<file path="config.mk">
export PLATFORM = sky130hd
export DESIGN_NAME = mem_wb_stage
export DESIGN_NICKNAME = d
export VERILOG_FILES = /design/src/rtl/mem_wb_stage.sv
export SDC_FILE = /design/constraint.sdc
export NUM_CORES = 1
export LEC_CHECK = 0
export CAP_MARGIN = 20
export CORE_MARGIN = 2
export CORE_UTILIZATION = 41
export DETAILED_ROUTE_END_ITERATION = 7
export PLACE_DENSITY = 0.75
export SYNTH_ARGS = -nofsm -noshare
export SYNTH_HDL_FRONTEND = slang
export SYNTH_SLANG_ARGS = --single-unit
export TNS_END_PERCENT = 10
</file>
<file path="constraint.sdc">
create_clock -name clk -period 1.8 [get_ports clk]
set_input_delay 0.36 -clock clk [delete_from_list [all_inputs] [get_ports clk]]
set_output_delay 0.36 -clock clk [all_outputs]
set_load 0.03 [all_outputs]
</file>
<file path="src/rtl/mem_wb_stage.sv">
// rtl/mem_wb_stage.sv - RV32I memory-access stage: EX/MEM and MEM/WB registers with data-memory handshake
module mem_wb_stage #(
  parameter int MAX_WAIT = 15
) (
  input  logic        clk,
  input  logic        rst_n,
  input  logic        ex_valid,
  input  logic [31:0] ex_ALU_out,
  input  logic [31:0] ex_ForwardDataB,
  input  logic [1:0]  ex_MemOp,
  input  logic [2:0]  ex_funct3,
  input  logic [4:0]  ex_rd,
  input  logic        ex_RegWEn,
  input  logic [1:0]  ex_WBSel,
  input  logic [31:0] ex_pc,
  output logic        dmem_req,
  output logic        dmem_we,
  output logic [31:0] dmem_addr,
  output logic [31:0] dmem_wdata,
  output logic [3:0]  dmem_wstrb,
  input  logic [31:0] dmem_rdata,
  input  logic        dmem_ready,
  output logic        mem_stall,
  output logic [31:0] mem_ALU_out,
  output logic [4:0]  mem_rd,
  output logic        mem_RegWEn,
  output logic [31:0] wb_WBData,
  output logic [4:0]  wb_rd,
  output logic        wb_RegWEn,
  output logic        mem_misalign,
  output logic        mem_timeout
);

  localparam int CW = $clog2(MAX_WAIT + 1);

  typedef enum logic {IDLE, BUSY} state_t;
  state_t state;

  logic        mValid, mRegWEn, mBad;
  logic [31:0] mAlu, mStore, mPc;
  logic [1:0]  mMemOp, mWBSel;
  logic [2:0]  mF3;
  logic [4:0]  mRd;

  logic        wValid, wRegWEn;
  logic [31:0] wData;
  logic [4:0]  wRd;

  logic [CW-1:0] waitCnt;
  logic          misalignFlag, timeoutFlag;

  logic        exIsMem, exLegal, exAligned, exBad, exQualify;
  logic        busy, timeoutHit;
  logic [1:0]  off;
  logic [3:0]  storeStrb;
  logic [31:0] storeData, loadExt, loadData, wbNext;
  logic [7:0]  rdByte;
  logic [15:0] rdHalf;

  // Decode legality/alignment in EX so the request can start on the capture edge
  always_comb begin
    exIsMem = (ex_MemOp == 2'b01) || (ex_MemOp == 2'b10);
    case (ex_funct3)
      3'b000, 3'b001, 3'b010: exLegal = 1'b1;
      3'b100, 3'b101:         exLegal = (ex_MemOp == 2'b01);
      default:                exLegal = 1'b0;
    endcase
    case (ex_funct3[1:0])
      2'b01:   exAligned = ~ex_ALU_out[0];
      2'b10:   exAligned = (ex_ALU_out[1:0] == 2'b00);
      default: exAligned = 1'b1;
    endcase
    exBad     = ~exLegal | ~exAligned;
    exQualify = ex_valid & exIsMem & ~exBad;
  end

  assign busy       = (state == BUSY);
  assign timeoutHit = busy & ~dmem_ready & (waitCnt == CW'(MAX_WAIT - 1));
  assign mem_stall  = busy & ~dmem_ready & ~timeoutHit;
  assign off        = mAlu[1:0];
  assign rdByte     = dmem_rdata[{off, 3'b000} +: 8];
  assign rdHalf     = off[1] ? dmem_rdata[31:16] : dmem_rdata[15:0];

  always_comb begin
    storeStrb = 4'b1111;
    storeData = mStore;
    case (mF3[1:0])
      2'b00: begin
        storeStrb = 4'b0001 << off;
        storeData = {4{mStore[7:0]}};
      end
      2'b01: begin
        storeStrb = 4'b0011 << off;
        storeData = {2{mStore[15:0]}};
      end
      default: ;
    endcase
    case (mF3)
      3'b000:  loadExt = {{24{rdByte[7]}}, rdByte};
      3'b100:  loadExt = {24'h0, rdByte};
      3'b001:  loadExt = {{16{rdHalf[15]}}, rdHalf};
      3'b101:  loadExt = {16'h0, rdHalf};
      default: loadExt = dmem_rdata;
    endcase
    // A timed-out access returns zero because ready never arrived
    loadData = (busy && dmem_ready) ? loadExt : 32'h0;
    case (mWBSel)
      2'd0:    wbNext = loadData;
      2'd1:    wbNext = mAlu;
      2'd2:    wbNext = mPc + 32'd4;
      default: wbNext = 32'h0;
    endcase
  end

  always_ff @(posedge clk or negedge rst_n) begin
    if (!rst_n) begin
      state        <= IDLE;
      mValid       <= 1'b0;
      mRegWEn      <= 1'b0;
      mBad         <= 1'b0;
      mAlu         <= 32'h0;
      mStore       <= 32'h0;
      mPc          <= 32'h0;
      mMemOp       <= 2'b00;
      mWBSel       <= 2'b00;
      mF3          <= 3'b000;
      mRd          <= 5'd0;
      wValid       <= 1'b0;
      wRegWEn      <= 1'b0;
      wData        <= 32'h0;
      wRd          <= 5'd0;
      waitCnt      <= '0;
      misalignFlag <= 1'b0;
      timeoutFlag  <= 1'b0;
    end else begin
      if (!mem_stall) begin
        mValid  <= ex_valid;
        mRegWEn <= ex_RegWEn;
        mBad    <= exIsMem & exBad;
        mAlu    <= ex_ALU_out;
        mStore  <= ex_ForwardDataB;
        mPc     <= ex_pc;
        mMemOp  <= ex_MemOp;
        mWBSel  <= ex_WBSel;
        mF3     <= ex_funct3;
        mRd     <= ex_rd;
        wValid  <= mValid;
        wRegWEn <= mRegWEn & ~mBad & ~timeoutHit;
        wData   <= wbNext;
        wRd     <= mRd;
        state   <= exQualify ? BUSY : IDLE;
        waitCnt <= '0;
        if (ex_valid && exIsMem && exBad) misalignFlag <= 1'b1;
      end else begin
        waitCnt <= waitCnt + CW'(1);
      end
      if (timeoutHit) timeoutFlag <= 1'b1;
    end
  end

  assign dmem_req     = busy;
  assign dmem_we      = busy & (mMemOp == 2'b10);
  assign dmem_addr    = {mAlu[31:2], 2'b00};
  assign dmem_wdata   = storeData;
  assign dmem_wstrb   = dmem_we ? storeStrb : 4'b0000;
  assign mem_ALU_out  = mAlu;
  assign mem_rd       = mRd;
  assign mem_RegWEn   = mValid & mRegWEn;
  assign wb_WBData    = wData;
  assign wb_rd        = wRd;
  assign wb_RegWEn    = wValid & wRegWEn & (wRd != 5'd0);
  assign mem_misalign = misalignFlag;
  assign mem_timeout  = timeoutFlag;

endmodule

</file>
## Word level (Yosys, flattened, before mapping)

Cells that the tools add are included.
Widths: inputs -> output; s select.

- Output and inout bits: 149
- Bits in registers: 157
- Logic and storage cells: 84

- Shift-type cells: 3
- Bitwise gates (word level): 21
- Multiplexer cells: 11
- Equal/unequal tests: 16
- Reductions and logical operators: 13
- Add/sub/neg operators: 2

Operators by type and width:

| operator | count |
|---|---|
| $pmux 32 s4 | 1 |
| $pmux 32 s3 | 1 |
| $pmux 32 s2 | 1 |
| $add 32x3->32 const B | 1 |
| $mux 32 | 1 |
| $shiftx 32x6->8 | 1 |
| $mux 16 | 1 |
| $and 1x1->1 | 12 |
| $eq 3x3->1 const B | 4 |
| $eq 2x1->1 const B | 4 |
| $eq 2x2->1 const B | 4 |
| $mux 4 | 2 |
| $not 1->1 | 8 |
| $pmux 4 s2 | 1 |
| $eq 3x1->1 const B | 2 |
| $logic_not 2->1 | 3 |
| $logic_not 3->1 | 2 |
| $reduce_bool 5->1 | 1 |
| $add 4x1->4 const B | 1 |
| $eq 4x4->1 const B | 1 |
| $pmux 1 s2 | 2 |
| $shl 1x2->4 const A | 1 |
| $shl 2x2->4 const A | 1 |
| $eq 3x2->1 const B | 1 |
| other kinds (7) | 9 |

## Logic depth before layout (Yosys ltp)

- Depth after elaboration: 8
- Gate-level depth with buffers: 10
- Depth with buffers taken out: 8

## Worst setup path after synthesis

No wires, ideal clock.

- Kind: register -> output
- Start point: reg mAlu[1] (netlist: mem_ALU_out[1])
- End point: out dmem_wstrb[2]
- Arrival: 1.915 ns
- Required time: 1.440 ns
- Setup slack: -0.475 ns
- Stages on the path, launching flop included: 6
- Path through: dfrtp_1 buf_2 buf_2 xor2_1 nor2_1 nor3b_1

- Longest elaborated chain between the ends: 3

Ends and longest elaborated chain:

| item | line | source |
|---|---|---|
| start: declaration | 40 | `logic [31:0] mAlu, mStore, mPc;` |
| start signal: assignment | 140 | `mAlu <= ex_ALU_out;` |
| $shl 2x2->4 or $shl 1x2->4 (tied branches) | 93, 89 |  |
| $pmux 4 s2 (*) | 87 | `case (mF3[1:0])` |
| $mux 4 (*) | 165 | `assign dmem_wstrb = dmem_we ? storeStrb : 4'b0000;` |
| end: declaration | 20 | `output logic [3:0] dmem_wstrb,` |

Mark *: on every way between the ends. The rest lies on a longest branch, timed or not.

## Final worst setup path

- Start point: reg mF3[0]
- End point: out dmem_wdata[12]

- Longest elaborated chain between the ends: 2

Ends and longest elaborated chain:

| item | line | source |
|---|---|---|
| start: declaration | 42 | `logic [2:0] mF3;` |
| start signal: assignment | 145 | `mF3 <= ex_funct3;` |
| $eq 2x1->1 or $logic_not 2->1 (tied branches) | 87 |  |
| $pmux 32 s2 (*) | 87 |  |
| end: declaration | 19 | `output logic [31:0] dmem_wdata,` |

Marks and branches as above.

==> out/metrics.cfg <==
[placement]
placed_cell_area_mm2=0.01207
hpwl_um=22570
place_inst=1548
place_congestion=0.9423
numPortBuffers=291

[synth]
yosysSeqAreaShare_pct=47.25
synth.largest_area_cell=dfrtp_1
synth_edf_count=0
syn_inst=967
yosysUniqueCellTypes=62
ys_ff_latch=157
netlist_top_cells_area=dfrtp_1, nand2_1, buf_4
syn_area_mm2=0.008314
synth_flop_cell=dfrtp_1
synth_top_cell_area_share_pct=47.25
ys_warn_count=0
async_reset_ff_share_pct=100.0
post_synth.cell_area_avg_um2=8.598

[clock_tree]
path_clk_slew_ps=70
cts.sinks=157
clockBufferDepth=2
cts_buffers=17
cts_tree=done
insertion_delay_ps=430
clockRootBuffer=clkbuf_16
htreeDepth=4

[route]
via_count=8499
vias_per_cell=5.315
drt-initial-drc-count=603
ant_nets=0
drc=0
routedWlPerCell_um=18.85
firstDrtPassIters=5
finalWirelength_um=30150

[sta]
relSlewSlack_pct=63.23
setup_viol_count_final=60
setup_ws_ps=-305.1
report.final.hold_viol_count=0
skew_ps=14.93
tightest_slew_ps=551.5
finalCritPeriodShare_pct=117.0
rsz0062_at_grt=yes
max_clock_freq_ghz=0.4750
fin_crit_ps=2105
maxSlewViolCount=0

[setup_path]
end_kind=output port
crit_path_start_kind=flop
cp_slowest_cell=dfrtp_2
cp_num_buf_inv=3
critPathKind=flop to output port
cp.arrival_ps=1750
critPathRequiredTime_ps=1440
cpMostUsedCell=buf_12
crit_path_cell_trace=buf_12 > nor2_4 > buf_12 > mux2_4 > buf_6
cpLargestDelayFamily=flip-flops
slowest_delay_ps=440
critical_path.max_fanout=8

[layout]
final_layout_size_suffix_gt1_share_pct=21.90
nets=1468
area_growth_syn_to_layout_pct=57.71
final_common_cell=nand2_1
final_cells=1599
final_cell_area_mm2=0.01311
num_antenna_cells=0
final_cell_mix=nand2_1, dfrtp_1, clkdlybuf4s50_1, dlygate4sd2_1, buf_4

[floorplanning]
initial_core_util_pct=41.49
die_x_um=146.4
die-area_mm2=0.02143
core_area_mm2=0.02004
die_h_um=146.4
io_pins=294
num_rows=52

[min_path]
hold_class=primary input to async pin

[status]
status=finished with violations
violations=setup timing

[power_and_ir_drop]
max-vdd-ir-drop_mv=0.6132
p_per_area_mw_per_mm2=811.1
leakage_nw=6.334

[global_route]
track_usage_pct=27.86
grt_max_degree=41
grt_pass1_vias=8406
antenna_found_initial=3
grt_pass1_wl_um=46730
overflow=0

[job]
cap_viol_max_count=0

-- registers in the layout (all words and copies together), names as in the netlist, 3 cells and up --
signal and count:
mPc 32, mStore 32, mem_ALU_out 32, wb_WBData 32, mem_rd 5, wb_rd 5
waitCnt 4, mF3 3
-- power breakdown --
| group | internal, mW | switching [mW] |
|---|---|---|
| sequential | 3.84 | 0.292 |
| combinational | 1.39 | 1.72 |
| clock | 1.82 | 1.56 |
-- metrics by stage --
| step | total power, mW | setup slack, ps | TNS [ps] | hold WS, ps | util (%) |
|---|---|---|---|---|---|
| final | 10.64 | -305.1 | -9600 | 399.3 | 65.43 |
| after global routing | 11.06 | -356.0 | -13010 | 427.2 | 65.43 |
| after CTS | 10.56 | -275.7 | -8006 | 396.0 | 64.08 |
| after detailed placement | 7.192 | -370.6 | -29660 | 284.3 | 60.21 |
| after global placement | 7.149 | -352.0 | -26760 | 279.8 | 60.21 |
| after floorplan | 5.680 | -65.41 | -218.7 | 64.41 | - |
-- final cells by class --
type                    instances  area, um^2
inverters                      19       73.82
flip-flops and latches        157        3934
clock buffers                  18       439.2
clock inverters                14       108.9
repair buffers                428        4111
well taps                     270       337.8
fillers                      1720        6927
multi-input cells             693        4108
-- cell usage after synthesis (3+ instances only) --
cell / instances
o211ai_1: 7
xor2_1: 21
and3_1: 12
ha_1: 7
mux2_2: 21
nor2_1: 25
a31oi_1: 5
nor2b_1: 5
nand2b_1: 6
xnor2_1: 7
a221o_1: 9
a21oi_1: 23
a22o_1: 17
nor3_1: 9
inv_1: 18
buf_1: 11
nand4_1: 11
mux2i_1: 10
a22oi_1: 5
clkbuf_1: 25
nand3_1: 20
a221oi_1: 13
a21o_1: 3
clkbuf_8: 3
buf_2: 20
buf_4: 40
a222oi_1: 4
o221ai_1: 11
dfrtp_1: 157
o21ai_0: 42
and2_1: 5
nand2_1: 359
-- path summary, 6_finish.rpt --
| check | cells past startpoint | from | slack, ps | endpoint |
|---|---|---|---|---|
| worst max-delay path | 5 | mF3[0]$_DFFE_PN0N_ | -310 | dmem_wdata[12] |
| worst min-delay path | 2 | rst_n | 400 | mem_ALU_out[8]$_DFFE_PN0N_ |
| worst max register to register | 7 | mF3[1]$_DFFE_PN0N_ | -280 | wb_WBData[3]$_DFFE_PN0N_ |
| worst min register to register | 2 | mPc[0]$_DFFE_PN0N_ | 460 | mPc[0]$_DFFE_PN0N_ |
| max in group asynchronous | 3 | rst_n | 800 | wb_WBData[10]$_DFFE_PN0N_ |
| min in group clk | 3 | ex_ALU_out[7] | 450 | mem_ALU_out[7]$_DFFE_PN0N_ |
-- timing repair --
action | in CTS | in global routing
resized for setup | 271 | 56
buffers inserted | 14 | 4
hold buffers | 1 | 0
hold endpoints to repair | 29 | 0
pin swaps | 14 | 14
cloned | 1 | 1
endpoints found under the setup margin | 175 | 79
-- kinds of logic (layout without fill, tap and decap cells) --
family / count (synthesis) / count (layout) / share of synthesized area (%)
fa+ha+maj: 7 / 7 / 1.053
mux: 31 / 31 / 4.048
flops: 157 / 157 / 47.25
xor+xnor: 28 / 28 / 2.950
simple gates: 471 / 471 / 23.81
other cells: 1 / 2 / 0.04510
buf+inv: 119 / 479 / 7.855
compound gates: 153 / 154 / 12.99
-- layer usage --
metal	share of wire, %	global-route usage, %	wire length (um)
met2	50	47.08	15140
met3	9.1	8.719	2742
met4	3.2	10.92	962
met5	0.043	0	13
met1	37	33.30	11290
No activity file was read; power rests on OpenSTA's default activity.
